$ cat src/rtl/led_chain_shifter_pkg.sv
// Shared types for the LED chain shifter: FSM states and stage width.
package led_pkg;

  localparam int BYTE_W = 8;

  typedef enum logic [2:0] {
    IDLE     = 3'd0,
    SHIFT_LO = 3'd1,
    SHIFT_HI = 3'd2,
    LATCH    = 3'd3,
    DONE     = 3'd4
  } state_t;

  function automatic logic is_busy_state(input state_t s);
    return (s == SHIFT_LO) || (s == SHIFT_HI) || (s == LATCH);
  endfunction

endpackage

$ cat src/rtl/led_chain_shifter_if.sv
// Handshake and board-pin bundle between display logic and the chain shifter.
interface led_chain_shifter_if #(
  parameter int NUM_BYTES = 2
);
  import led_pkg::*;

  localparam int W = BYTE_W * NUM_BYTES;

  logic         start;
  logic [W-1:0] data;
  logic         busy;
  logic         done;
  logic         sclk;
  logic         sdata;
  logic         latch;

  modport master (
    output start, data,
    input  busy, done, sclk, sdata, latch
  );

  modport slave (
    input  start, data,
    output busy, done, sclk, sdata, latch
  );

endinterface

$ cat src/rtl/led_chain_shifter_clk_div_tick.sv
// Phase counter: tick is high in the last of every CLK_DIV cycles of a phase.
module clk_div_tick #(
  parameter int CLK_DIV = 4
) (
  input  logic clk,
  input  logic rst,
  input  logic clr,
  output logic tick
);

  localparam int CW = $clog2(CLK_DIV) + 1;
  localparam logic [CW-1:0] LAST = CW'(CLK_DIV - 1);

  logic [CW-1:0] cnt_r;

  assign tick = (cnt_r == LAST);

  // Phase counter restarts on reset, on phase entry and after each tick
  always_ff @(posedge clk) begin
    if (rst || clr || tick) begin
      cnt_r <= '0;
    end else begin
      cnt_r <= cnt_r + CW'(1);
    end
  end

endmodule

$ cat src/rtl/led_chain_shifter.sv
// Serial driver for a chain of 8-bit shift-register stages with divided sclk,
// latch strobe and start/busy/done handshake.
module led_chain_shifter
  import led_pkg::*;
#(
  parameter int NUM_BYTES = 2,
  parameter int CLK_DIV   = 4,
  parameter int MSB_FIRST = 1
) (
  input  logic                clk,
  input  logic                rst,
  led_chain_shifter_if.slave  bus
);

  localparam int W  = BYTE_W * NUM_BYTES;
  localparam int BW = $clog2(W) + 1;
  localparam logic [BW-1:0] BIT_END = BW'(W);

  state_t          state_r, state_next;
  logic [W-1:0]    shadow_r, shadow_next;
  logic [BW-1:0]   bit_cnt_r, bit_cnt_next;
  logic            tick_s;
  logic            clr_s;
  logic            busy_r, done_r, sclk_r, sdata_r, latch_r;
  logic            busy_next, done_next, sclk_next, sdata_next, latch_next;

  function automatic logic out_bit(input logic [W-1:0] s);
    return (MSB_FIRST != 0) ? s[W-1] : s[0];
  endfunction

  clk_div_tick #(.CLK_DIV(CLK_DIV)) u_div (
    .clk  (clk),
    .rst  (rst),
    .clr  (clr_s),
    .tick (tick_s)
  );

  // Next-state, shadow shift and bit counting
  always_comb begin
    state_next   = state_r;
    shadow_next  = shadow_r;
    bit_cnt_next = bit_cnt_r;
    case (state_r)
      IDLE: begin
        if (bus.start) begin
          shadow_next  = bus.data;
          bit_cnt_next = '0;
          state_next   = SHIFT_LO;
        end else begin
          state_next = IDLE;
        end
      end
      SHIFT_LO: begin
        if (tick_s) begin
          state_next = SHIFT_HI;
        end else begin
          state_next = SHIFT_LO;
        end
      end
      SHIFT_HI: begin
        if (tick_s) begin
          // Move the next bit to the output end once the stage has sampled
          if (MSB_FIRST != 0) begin
            shadow_next = {shadow_r[W-2:0], 1'b0};
          end else begin
            shadow_next = {1'b0, shadow_r[W-1:1]};
          end
          bit_cnt_next = bit_cnt_r + BW'(1);
          if (bit_cnt_next == BIT_END) begin
            state_next = LATCH;
          end else begin
            state_next = SHIFT_LO;
          end
        end else begin
          state_next = SHIFT_HI;
        end
      end
      LATCH: begin
        if (tick_s) begin
          state_next = DONE;
        end else begin
          state_next = LATCH;
        end
      end
      DONE:    state_next = IDLE;
      default: state_next = IDLE;
    endcase
  end

  assign clr_s = (state_next != state_r);

  // Output values for the coming cycle, decoded from the next state
  always_comb begin
    busy_next  = is_busy_state(state_next);
    done_next  = (state_next == DONE);
    sclk_next  = (state_next == SHIFT_HI);
    latch_next = (state_next == LATCH);
    if ((state_next == SHIFT_LO) || (state_next == SHIFT_HI)) begin
      sdata_next = out_bit(shadow_next);
    end else begin
      sdata_next = 1'b0;
    end
  end

  // State, datapath and registered pin outputs
  always_ff @(posedge clk) begin
    if (rst) begin
      state_r   <= IDLE;
      shadow_r  <= '0;
      bit_cnt_r <= '0;
      busy_r    <= 1'b0;
      done_r    <= 1'b0;
      sclk_r    <= 1'b0;
      sdata_r   <= 1'b0;
      latch_r   <= 1'b0;
    end else begin
      state_r   <= state_next;
      shadow_r  <= shadow_next;
      bit_cnt_r <= bit_cnt_next;
      busy_r    <= busy_next;
      done_r    <= done_next;
      sclk_r    <= sclk_next;
      sdata_r   <= sdata_next;
      latch_r   <= latch_next;
    end
  end

  assign bus.busy  = busy_r;
  assign bus.done  = done_r;
  assign bus.sclk  = sclk_r;
  assign bus.sdata = sdata_r;
  assign bus.latch = latch_r;

endmodule
$ cat src/flat_wrapper.sv
// flat-port wrapper written by rule: the top's interface ports become plain ports
module led_chain_shifter_flat import led_pkg::*;
#(
  parameter int NUM_BYTES = 2,
  parameter int CLK_DIV   = 4,
  parameter int MSB_FIRST = 1
)
  (clk, rst, bus_start, bus_data, bus_busy, bus_done, bus_sclk, bus_sdata, bus_latch);
  led_chain_shifter_if #(.NUM_BYTES(NUM_BYTES)) bus_i ();
  input  logic clk;
  input  logic rst;
  input wire logic [$bits(bus_i.start)-1:0] bus_start;
  input wire logic [$bits(bus_i.data)-1:0] bus_data;
  output wire logic [$bits(bus_i.busy)-1:0] bus_busy;
  output wire logic [$bits(bus_i.done)-1:0] bus_done;
  output wire logic [$bits(bus_i.sclk)-1:0] bus_sclk;
  output wire logic [$bits(bus_i.sdata)-1:0] bus_sdata;
  output wire logic [$bits(bus_i.latch)-1:0] bus_latch;
  assign bus_i.start = bus_start;
  assign bus_i.data = bus_data;
  assign bus_busy = bus_i.busy;
  assign bus_done = bus_i.done;
  assign bus_sclk = bus_i.sclk;
  assign bus_sdata = bus_i.sdata;
  assign bus_latch = bus_i.latch;
  led_chain_shifter #(.NUM_BYTES(NUM_BYTES), .CLK_DIV(CLK_DIV), .MSB_FIRST(MSB_FIRST)) u_core (.clk(clk), .rst(rst), .bus(bus_i));
endmodule
$ cat config.mk
export PLATFORM = sky130hd
export DESIGN_NAME = led_chain_shifter_flat
export DESIGN_NICKNAME = d
export VERILOG_FILES = /design/src/rtl/led_chain_shifter_pkg.sv /design/src/rtl/led_chain_shifter_if.sv /design/src/rtl/led_chain_shifter_clk_div_tick.sv /design/src/rtl/led_chain_shifter.sv /design/src/flat_wrapper.sv
export SDC_FILE = /design/constraint.sdc
export NUM_CORES = 1
export LEC_CHECK = 0
export ABC_AREA = 1
export BUFFER_PORTS_ARGS = -buffer_cell sky130_fd_sc_hd__clkbuf_2
export CORE_MARGIN = 2
export CORE_UTILIZATION = 30
export CTS_BUF_LIST = sky130_fd_sc_hd__clkbuf_4 sky130_fd_sc_hd__clkbuf_8
export DETAILED_ROUTE_END_ITERATION = 10
export PLACE_DENSITY = 0.44
export SYNTH_ARGS = -nofsm -noshare
export SYNTH_HDL_FRONTEND = slang
export SYNTH_SLANG_ARGS = --single-unit
$ cat constraint.sdc
create_clock -name clk -period 1.9 [get_ports clk]
set_input_delay 0.38 -clock clk [delete_from_list [all_inputs] [get_ports clk]]
set_output_delay 0.38 -clock clk [all_outputs]
set_load 0.01 [all_outputs]
==> results_dict.tcl <==
set metrics [dict create \
    grt_pass1_vias 1215 \
    core_area_um2 4440 \
    portBuffers 23 \
    ir_worst_vdd_mv 0.400 \
    synth_warnings 0 \
    slew_headroom_pct 80.1 \
    cp_top_family "simple AND/OR/NAND/NOR gates" \
    nets 231 \
    yosysUniqueCellTypes 26 \
    critPathBufInv 2 \
    viasPerCell 4.73 \
    final_cell_mix "nand2_1 (68), dfxtp_1 (32), clkbuf_2 (23)" \
    grt_max_degree 20 \
    ctsHoldBuffers 0 \
    cts_tree "yes" \
    skew_ps 4.45 \
    path_max_fanout 19 \
    fin_crit_ps 1660 \
    cap_violations 0 \
    synthTopCellsByArea "dfxtp_1 (45%), nand2_1 (18%), a31oi_1 (6.2%), inv_1 (3.7%), ha_1 (2.7%)" \
    fin_ws_ps 243 \
    rsz0062_at_grt "no" \
    dp_hpwl_um 2100 \
    clockBufferDepth 2 \
    placedCellCount 254 \
    avgSynthCellArea_um2 7.70 \
    p_per_area_nw_per_um2 865 \
    final_common_cell "nand2_1" \
    cts_resized 0 \
    initial_core_util_pct 31.7 \
    worst_path_max_delay_cell "dfxtp_1" \
    dp_slack_ps 246 \
    row_count 24 \
    die_y_um 72.5 \
    crit_chain "ha_1 -> ha_1 -> nand2_4 -> nor2_8 -> inv_4 -> nand2_8 -> inv_4 -> nand4_1 -> nor2_1" \
    path_clk_slew_ps 60 \
    worstSetupPathType "reg2reg" \
    gp_congestion 0.870 \
    drive_above_1_share_pct 21.9 \
    cts-root-buf "clkbuf_8" \
    ant_nets 0 \
    post_drt_wl_per_cell_um 11.1 \
    power_leakage_nw 0.711 \
    ys_ff_latch 32 \
    synthCells 183 \
    vias 1239 \
    grt_pass1_wl_um 5210 \
    synth_top_area_cell "dfxtp_1" \
    hold_viol 0 \
    drtIter0Drc 105 \
    hold_path.class "in2reg" \
    cp-start-kind "register" \
    syn_area_um2 1410 \
    finalSetupViolCount 0 \
    ys_seq_area_share_pct 45.5 \
    holdWs_ps 335 \
    drc 0 \
    cts_sinks 32 \
    cts_made_buffers 5 \
    power.total_w 0.00144 \
    wl_um 2910 \
    cp.arrival_ps 1870 \
    worstPathRequired_ps 2110 \
    slowest_delay_ps 310 \
    fmax_mhz 603 \
    fin_crit_sh_pct 87.2 \
    num_io_pins 24 \
    first_pass_iters 4 \
    area_growth_pct 17.9 \
    status "completed" \
    num_antenna_cells 0 \
    h-tree-depth 2 \
    grt_usage_pct 12.8 \
    setup_tns_ps 0 \
    grt_overflow_total 0 \
    clk_latency_ps 280 \
    post-cts-setup-buffers 0 \
    antenna_found_initial 0 \
    end_kind "register" \
    syn-num-nets 205 \
    synth_top_area_share_pct 45.5 \
    final_cells 262 \
    die_area_um2 5260 \
    slew_violations 0 \
    die-width_um 72.5 \
    tightest_slew_ps 299 \
]
cell type report:
class | instances | area [um2]
multi-input cells | 127 | 651
flip-flops and latches | 32 | 641
fillers | 470 | 2780
inverters | 18 | 76.3
clock buffers | 8 | 97.6
repair buffers | 25 | 130
well taps | 52 | 65.1
cell families (layout without fill, tap and decap cells):
family | count (synthesis) | after routing | synth area share, %
adders and majority gates | 3 | 3 | 2.66
and+or+nand+nor | 98 | 98 | 32.7
DFF | 32 | 32 | 45.5
AOI/OAI and AO/OA | 26 | 26 | 10.8
buffers and inverters | 24 | 51 | 8.35
per-stage QoR:
step	area (um2)	utilization, %
2_1_floorplan	1410	-
3_3_place_gp	1560	35.2
3_5_place_dp	1560	35.2
4_1_cts	1660	37.4
5_1_grt	1660	37.4
6_report	1660	37.4
flip-flops by register name (all words and copies together) (netlist names):
| name | flops |
|---|---|
| u_core.bit_cnt_r | 5 |
| u_core.shadow_r | 16 |
| u_core.bus.done | 1 |
| u_core.bus.latch | 1 |
| u_core.bus.sdata | 1 |
| u_core.bus.sclk | 1 |
| u_core.state_r | 3 |
| u_core.bus.busy | 1 |
| u_core.u_div.cnt_r | 3 |
power by group:
group	switching, W	internal, W	leakage (nW)
combinational	0.0000922	0.0000551	0.397
clock	0.000244	0.000324	0.0523
sequential	0.0000170	0.000704	0.262
total	0.000354	0.00108	0.711
tightest hold or removal path: cells and delay by family:
family                 cells  cell delay, ps
buffers and inverters      1              80
and+or+nand+nor            1              50
AOI/OAI and AO/OA          1              60
layer usage:
layer	routed length [um]	global-route usage [%]	up-vias
li1	-	-	645
met1	1290	14.4	551
met2	1390	22.0	36
met3	160	3.75	7
met4	64	6.17	0
met5	0	0	-
worst paths after layout:
kind / end / slack [ps] / cells past startpoint / start
max: u_core.u_div.cnt_r[2] / 240 / 9 / u_core.u_div.cnt_r[0]
min reg2reg: u_core.u_div.cnt_r[0] / 420 / 1 / u_core.u_div.cnt_r[0]
max reg2reg: u_core.u_div.cnt_r[2] / 240 / 9 / u_core.u_div.cnt_r[0]
min: u_core.shadow_r[0] / 340 / 3 / bus_data[0]
Yosys cell counts (all sizes together):
master  count
nand2      71
dfxtp      32
inv        17
a31oi      14
nor2       12
a21oi       7
nand3       6
nor3        5
buf         4
ha          3
nand4       3
o21ai       3
clkbuf      2
a211oi      1
clkinv      1
nand3b      1
o211ai      1
Power figures use the tool's default switching activity.
